===== config.mk =====
export PLATFORM = sky130hd
export DESIGN_NAME = mm_sequencer_flat
export DESIGN_NICKNAME = d
export VERILOG_FILES = /design/src/rtl/mm_sequencer_pkg.sv /design/src/rtl/mm_sequencer_if.sv /design/src/rtl/mm_sequencer_pipe_delay.sv /design/src/rtl/mm_sequencer.sv /design/src/flat_wrapper.sv
export SDC_FILE = /design/constraint.sdc
export NUM_CORES = 1
export LEC_CHECK = 0
export ABC_AREA = 1
export ABC_CLOCK_PERIOD_IN_PS = 1410
export BUFFER_PORTS_ARGS = -buffer_cell sky130_fd_sc_hd__buf_4
export CELL_PAD_IN_SITES_DETAIL_PLACEMENT = 0
export CELL_PAD_IN_SITES_GLOBAL_PLACEMENT = 1
export CORE_UTILIZATION = 39
export DETAILED_ROUTE_END_ITERATION = 7
export PLACE_DENSITY_LB_ADDON = 0.08
export SETUP_SLACK_MARGIN = 0.2
export SYNTH_ARGS = -nofsm -noshare
export SYNTH_HDL_FRONTEND = slang
export SYNTH_SLANG_ARGS = --single-unit

===== constraint.sdc =====
create_clock -name clk -period 1.41 [get_ports clk]
set_clock_uncertainty 0.2 [all_clocks]
set_input_delay 0 -clock clk [delete_from_list [all_inputs] [get_ports clk]]
set_output_delay 0 -clock clk [all_outputs]
set_load 0.01 [all_outputs]

===== src/rtl/mm_sequencer_pkg.sv =====
// Shared types and helpers for the matrix-multiply run sequencer.
package mm_sequencer_pkg;

   // Run-level FSM states; the encoding is shared with the array top.
   typedef enum logic [1:0] {
      ST_IDLE  = 2'd0,
      ST_RUN   = 2'd1,
      ST_DRAIN = 2'd2,
      ST_DONE  = 2'd3
   } seq_state_t;

   // Bits needed to hold 0..value-1, never less than one bit.
   function automatic int clog2_min1(input int value);
      int bits;
      bits = 0;
      for (int i = 0; i < 31; i++) begin
         if ((32'sd1 << i) < value) begin
            bits = i + 1;
         end else begin
            bits = bits;
         end
      end
      if (bits == 0) begin
         bits = 1;
      end else begin
         bits = bits;
      end
      return bits;
   endfunction

endpackage


===== src/rtl/mm_sequencer_if.sv =====
// Host-side handshake and tile-strobe bundle of the run sequencer.
interface mm_sequencer_if #(
   parameter int RW = 1,
   parameter int CW = 1
);
   logic          start;
   logic          busy;
   logic          done;
   logic          ctrl_rst;
   logic          enable_row_count;
   logic          init_tile;
   logic          tile_done;
   logic [RW-1:0] tile_row;
   logic [CW-1:0] tile_col;

   // Host / top-level FSM side.
   modport master (
      output start,
      input  busy, done, ctrl_rst, enable_row_count,
      input  init_tile, tile_done, tile_row, tile_col
   );

   // Sequencer side.
   modport slave (
      input  start,
      output busy, done, ctrl_rst, enable_row_count,
      output init_tile, tile_done, tile_row, tile_col
   );
endinterface


===== src/rtl/mm_sequencer_pipe_delay.sv =====
// Reset-clearable shift register; DEPTH=0 collapses to a straight wire.
module mm_sequencer_pipe_delay #(
   parameter int WIDTH = 1,
   parameter int DEPTH = 1
) (
   input  logic             clk,
   input  logic             rst,
   input  logic [WIDTH-1:0] din,
   output logic [WIDTH-1:0] dout
);

   if (DEPTH == 0) begin : g_wire
      logic unused_s;
      assign unused_s = clk ^ rst;
      assign dout     = din;
   end else begin : g_shift
      logic [WIDTH-1:0] stage_r [DEPTH];

      // Shift one stage per cycle; reset empties the whole line.
      always_ff @(posedge clk) begin
         if (rst) begin
            for (int i = 0; i < DEPTH; i++) begin
               stage_r[i] <= {WIDTH{1'b0}};
            end
         end else begin
            stage_r[0] <= din;
            for (int i = 1; i < DEPTH; i++) begin
               stage_r[i] <= stage_r[i-1];
            end
         end
      end

      assign dout = stage_r[DEPTH-1];
   end

endmodule


===== src/rtl/mm_sequencer.sv =====
// Run-level sequencer for the tiled systolic matrix multiply: walks every
// (row_tile, col_tile, k) beat, then drains the array pipeline before done.
module mm_sequencer
   import mm_sequencer_pkg::*;
#(
   parameter int N1     = 4,
   parameter int N2     = 4,
   parameter int M      = 8,
   parameter int RD_LAT = 1
) (
   input  logic           clk,
   input  logic           rst,
   mm_sequencer_if.slave  bus
);

   localparam int TR       = M / N1;
   localparam int TC       = M / N2;
   localparam int PIPE_LAT = RD_LAT + N1 + N2 - 1;
   localparam int RW       = clog2_min1(TR);
   localparam int CW       = clog2_min1(TC);
   localparam int KW       = clog2_min1(M);
   localparam int DW       = clog2_min1(PIPE_LAT);
   localparam int TW       = 1 + RW + CW;

   localparam logic [KW-1:0] K_LAST     = KW'(M - 1);
   localparam logic [RW-1:0] ROW_LAST   = RW'(TR - 1);
   localparam logic [CW-1:0] COL_LAST   = CW'(TC - 1);
   localparam logic [DW-1:0] DRAIN_LAST = DW'(PIPE_LAT - 1);

   if ((M % N1) != 0 || (M % N2) != 0) begin : g_bad_geometry
      $error("mm_sequencer: M must be a multiple of both N1 and N2");
   end

   seq_state_t    state_r;
   logic [KW-1:0] k_r;
   logic [RW-1:0] row_r;
   logic [CW-1:0] col_r;
   logic [DW-1:0] drain_r;
   logic          busy_r;
   logic          done_r;
   logic          ctrl_rst_r;
   logic          erc_r;

   logic          raw_init_s;
   logic          raw_tile_s;
   logic          init_out_s;
   logic [TW-1:0] tile_in_s;
   logic [TW-1:0] tile_out_s;

   // Main FSM: beat counters, drain timer and registered state-decoded outputs.
   always_ff @(posedge clk) begin
      if (rst) begin
         state_r    <= ST_IDLE;
         k_r        <= {KW{1'b0}};
         row_r      <= {RW{1'b0}};
         col_r      <= {CW{1'b0}};
         drain_r    <= {DW{1'b0}};
         busy_r     <= 1'b0;
         done_r     <= 1'b0;
         ctrl_rst_r <= 1'b1;
         erc_r      <= 1'b0;
      end else begin
         case (state_r)
            ST_IDLE: begin
               if (bus.start) begin
                  state_r    <= ST_RUN;
                  k_r        <= {KW{1'b0}};
                  row_r      <= {RW{1'b0}};
                  col_r      <= {CW{1'b0}};
                  busy_r     <= 1'b1;
                  ctrl_rst_r <= 1'b0;
                  erc_r      <= (COL_LAST == {CW{1'b0}});
               end else begin
                  busy_r     <= 1'b0;
                  ctrl_rst_r <= 1'b1;
                  erc_r      <= 1'b0;
               end
               done_r <= 1'b0;
            end
            ST_RUN: begin
               if (k_r == K_LAST) begin
                  k_r <= {KW{1'b0}};
                  if (col_r == COL_LAST) begin
                     col_r <= {CW{1'b0}};
                     if (row_r == ROW_LAST) begin
                        row_r   <= {RW{1'b0}};
                        state_r <= ST_DRAIN;
                        drain_r <= {DW{1'b0}};
                        erc_r   <= 1'b0;
                     end else begin
                        row_r <= row_r + RW'(1);
                        erc_r <= (COL_LAST == {CW{1'b0}});
                     end
                  end else begin
                     col_r <= col_r + CW'(1);
                     erc_r <= ((col_r + CW'(1)) == COL_LAST);
                  end
               end else begin
                  k_r <= k_r + KW'(1);
               end
            end
            ST_DRAIN: begin
               if (drain_r == DRAIN_LAST) begin
                  state_r    <= ST_DONE;
                  busy_r     <= 1'b0;
                  done_r     <= 1'b1;
                  ctrl_rst_r <= 1'b1;
               end else begin
                  drain_r <= drain_r + DW'(1);
               end
            end
            ST_DONE: begin
               state_r <= ST_IDLE;
               done_r  <= 1'b0;
            end
            default: begin
               state_r    <= ST_IDLE;
               busy_r     <= 1'b0;
               done_r     <= 1'b0;
               ctrl_rst_r <= 1'b1;
               erc_r      <= 1'b0;
            end
         endcase
      end
   end

   // Undelayed beat strobes: first and last beat of each tile while running.
   always_comb begin
      raw_init_s = 1'b0;
      raw_tile_s = 1'b0;
      if (state_r == ST_RUN) begin
         raw_init_s = (k_r == {KW{1'b0}});
         raw_tile_s = (k_r == K_LAST);
      end else begin
         raw_init_s = 1'b0;
         raw_tile_s = 1'b0;
      end
   end

   assign tile_in_s = {raw_tile_s, row_r, col_r};

   // Accumulator clear lines up with the first beat's data reaching the array.
   mm_sequencer_pipe_delay #(.WIDTH(1), .DEPTH(RD_LAT)) u_init_delay (
      .clk  (clk),
      .rst  (rst),
      .din  (raw_init_s),
      .dout (init_out_s)
   );

   // Tile-complete tuple follows the last beat through read latency and the array.
   mm_sequencer_pipe_delay #(.WIDTH(TW), .DEPTH(PIPE_LAT)) u_tile_delay (
      .clk  (clk),
      .rst  (rst),
      .din  (tile_in_s),
      .dout (tile_out_s)
   );

   assign bus.busy             = busy_r;
   assign bus.done             = done_r;
   assign bus.ctrl_rst         = ctrl_rst_r;
   assign bus.enable_row_count = erc_r;
   assign bus.init_tile        = init_out_s;
   assign bus.tile_done        = tile_out_s[TW-1];
   assign bus.tile_row         = tile_out_s[CW +: RW];
   assign bus.tile_col         = tile_out_s[CW-1:0];

endmodule

===== src/flat_wrapper.sv =====
// flat-port wrapper written by rule: the top's interface ports become plain ports
module mm_sequencer_flat import mm_sequencer_pkg::*;
#(
   parameter int N1     = 4,
   parameter int N2     = 4,
   parameter int M      = 8,
   parameter int RD_LAT = 1
)
  (clk, rst, bus_start, bus_busy, bus_done, bus_ctrl_rst, bus_enable_row_count, bus_init_tile, bus_tile_done, bus_tile_row, bus_tile_col);
  mm_sequencer_if bus_i ();
  input  logic clk;
  input  logic rst;
  input wire logic [$bits(bus_i.start)-1:0] bus_start;
  output wire logic [$bits(bus_i.busy)-1:0] bus_busy;
  output wire logic [$bits(bus_i.done)-1:0] bus_done;
  output wire logic [$bits(bus_i.ctrl_rst)-1:0] bus_ctrl_rst;
  output wire logic [$bits(bus_i.enable_row_count)-1:0] bus_enable_row_count;
  output wire logic [$bits(bus_i.init_tile)-1:0] bus_init_tile;
  output wire logic [$bits(bus_i.tile_done)-1:0] bus_tile_done;
  output wire logic [$bits(bus_i.tile_row)-1:0] bus_tile_row;
  output wire logic [$bits(bus_i.tile_col)-1:0] bus_tile_col;
  assign bus_i.start = bus_start;
  assign bus_busy = bus_i.busy;
  assign bus_done = bus_i.done;
  assign bus_ctrl_rst = bus_i.ctrl_rst;
  assign bus_enable_row_count = bus_i.enable_row_count;
  assign bus_init_tile = bus_i.init_tile;
  assign bus_tile_done = bus_i.tile_done;
  assign bus_tile_row = bus_i.tile_row;
  assign bus_tile_col = bus_i.tile_col;
  mm_sequencer #(.N1(N1), .N2(N2), .M(M), .RD_LAT(RD_LAT)) u_core (.clk(clk), .rst(rst), .bus(bus_i));
endmodule

==> flow_metrics.tcl <==
set metrics [dict create \
    relSlewSlack_pct 79.5 \
    grt_overflow_total 0 \
    cts-buffers-inserted 5 \
    cpMaxStageDelayCell "dfxtp_4" \
    grt_pass1_vias 1218 \
    dpl.hpwl_mm 1.81 \
    ff2ff_path_depth 7 \
    multi_input_area_sq_um 728 \
    crit_arrival_ns 1.52 \
    fin_cells 267 \
    drtIter0Drc 49 \
    hold_viol_final 10 \
    min_from "rst" \
    vdd_ir_drop_max_mv 0.917 \
    postRouteAntennaNets 0 \
    initial_core_util_pct 40.6 \
    vias 1154 \
    p_leak_uw 0.000896 \
    cts.sinks 39 \
    die_y_um 63.7 \
    place.port_buffers 10 \
    max_freq_mhz 651 \
    grt_pass1_wl_mm 5.01 \
    worst_hold_path.num_cells 2 \
    yosys_warnings 0 \
    crit_fanout 5 \
    wl_mm 2.76 \
    antennaDiodeCount 0 \
    end_kind "register" \
    ys_types 21 \
    io_pins 11 \
    syn_avg_cell_area_sq_um 8.03 \
    final_util_pct 58.1 \
    ys_ff_latch 39 \
    nNetsFinal 229 \
    num_rows 22 \
    cap_viol_max_count 0 \
    min_to "u_core.u_tile_delay.g_shift.stage_r[1][2]$_SDFF_PP0_" \
    clkTransAtPathRegs_ns 0.07 \
    synth_seq_area_share_pct 52.6 \
    worstReg2RegEnd "u_core.row_r$_SDFFE_PP0P_" \
    hold_class "in2reg" \
    tightest_slew_ns 0.306 \
    seq_area_sq_um 791 \
    fp.dieW_um 63.7 \
    crit_family "buffers and inverters" \
    finalWorstSetupSlack_ns -0.125 \
    min_period_ns 1.53 \
    drv_slew 0 \
    place.gp.congestion 0.803 \
    cts_tree "done" \
    die_area_sq_um 4060 \
    critical_path_class "reg2reg" \
    core-area_sq_um 3660 \
    num-fill-cells 326 \
    syn2layout_area_growth_pct 43.3 \
    worstSkewPairLatency_ns 0.29 \
    cp_common_cell "buf_6" \
    critPathLaunchType "register" \
    dp_cells 247 \
    cp.buffers_inverters 4 \
    drc 0 \
    reg2reg_slack_ns -0.12 \
    mostFrequentLayoutCells "nor2_1 (37), dfxtp_1 (33), inv_1 (30), buf_4 (24), nand2_1 (23)" \
    avgRoutedWirePerCell_um 10.3 \
    crit_path_start "u_core.state_r[0]$_SDFFE_PP0P_" \
    max_stage_delay_ns 0.36 \
    cts_max_path_buffers 2 \
    whs_ns -0.232 \
    preCtsSetupSlack_ns -0.132 \
    timing.rr.start "u_core.state_r[0]$_SDFFE_PP0P_" \
    grt_max_degree 20 \
    critPathRequiredTime_ns 1.40 \
    p_per_area_nw_per_um2 1920 \
    fin_crit_sh_pct 109 \
    htree_levels 2 \
    rsz0062_at_grt "true" \
    vias_per_cell 4.32 \
    setup_tns_ns -0.985 \
    worstPathCellList "buf_6, ha_4, buf_6, buf_6, buf_4, a21oi_2, nor2_1" \
    drive_gt1_share_pct 37.4 \
    setup_violations 12 \
    ctsHoldBuffers 1 \
    grt_use_total_pct 16.5 \
    final_common_cell "nor2_1" \
    cts_root_buffer "clkbuf_8" \
    mappedNetlistArea_sq_um 1490 \
    violations "negative hold slack, negative setup slack" \
    antenna_found_initial 0 \
    status "finished with violations" \
    synthCells 185 \
    drt-pass1-iter-count 4 \
    synth_nets 196 \
]
## sequential cells by signal (all words and copies together) (netlist names), 2 cells and up
name                                 cells
u_core.drain_r                           3
u_core.k_r                               3
u_core.state_r                           2
u_core.u_tile_delay.g_shift.stage_r     24
## metal layers
| layer | global-route usage, % | vias to the layer above | share of wire (%) |
|---|---|---|---|
| met2 | 27.4 | 17 | 47 |
| li1 | - | 612 | - |
| met1 | 17.7 | 513 | 46 |
| met3 | 3.99 | 12 | 3.3 |
| met5 | 0 | - | 0 |
| met4 | 13.4 | 0 | 3.3 |
## kinds of logic after synthesis
family	share of synthesized area (%)
compound gates	6.66
fa+ha+maj	6.74
buf+inv	12.0
flops	52.6
simple gates	22.1
## through the flow
| step | power, uW | cell area [sq um] |
|---|---|---|
| after floorplan | 2310 | 1620 |
| after global placement | 2580 | 1780 |
| after detailed placement | 2610 | 1780 |
| after CTS | 3920 | 2050 |
| after global routing | 4360 | 2130 |
| final | 4080 | 2130 |
## worst max path at each step
stage                     slack [ns]  depth (start not counted)                              to
after floorplan                -0.01                          8       u_core.row_r$_SDFFE_PP0P_
after global placement         -0.13                          7      u_core.k_r[0]$_SDFFE_PP0P_
after detailed placement       -0.13                          7      u_core.k_r[0]$_SDFFE_PP0P_
after CTS                      -0.09                          8  u_core.drain_r[0]$_SDFFE_PP0P_
after global routing           -0.18                          9  u_core.drain_r[0]$_SDFFE_PP0P_
final                          -0.12                          7       u_core.row_r$_SDFFE_PP0P_
## final cells by class
| type | instances | area share, % |
|---|---|---|
| sequential | 39 | 37.2 |
| clock buffer | 6 | 3.41 |
| timing repair buffer | 31 | 12.1 |
| clock inverter | 2 | 2.82 |
| tap | 48 | 2.82 |
| multi-input combinational | 102 | 34.2 |
| inverter | 39 | 7.47 |
## what timing repair did
item,in CTS,in global routing
resized for setup,20,10
endpoints found under the setup margin,16,16
endpoints found under the hold margin,15,10
buffers inserted,5,6
pin swaps,7,15
## synth_stat cells
library cell,n,area [sq um]
nand2_4,1,11.3
a211oi_1,1,7.51
nand2_1,29,109
o211ai_1,1,7.51
nand2_2,2,12.5
nor3_1,2,10.0
dfxtp_1,39,781
buf_2,4,20.0
nor2_1,38,143
clkinv_1,1,3.75
buf_6,1,11.3
o21ai_4,1,16.3
o21ai_0,3,15.0
ha_1,8,100
a21oi_2,1,8.76
nor2_2,2,12.5
a21oi_1,7,35.0
nand3_2,1,10.0
nand3_1,4,20.0
a21o_2,1,8.76
inv_1,38,143
## power breakdown
| part | switching [uW] | internal (uW) |
|---|---|---|
| logic | 887 | 775 |
| clock network | 374 | 707 |
| registers | 87.5 | 1250 |
| total | 1350 | 2740 |
Note: power is estimated with default switching activity, not from simulation.
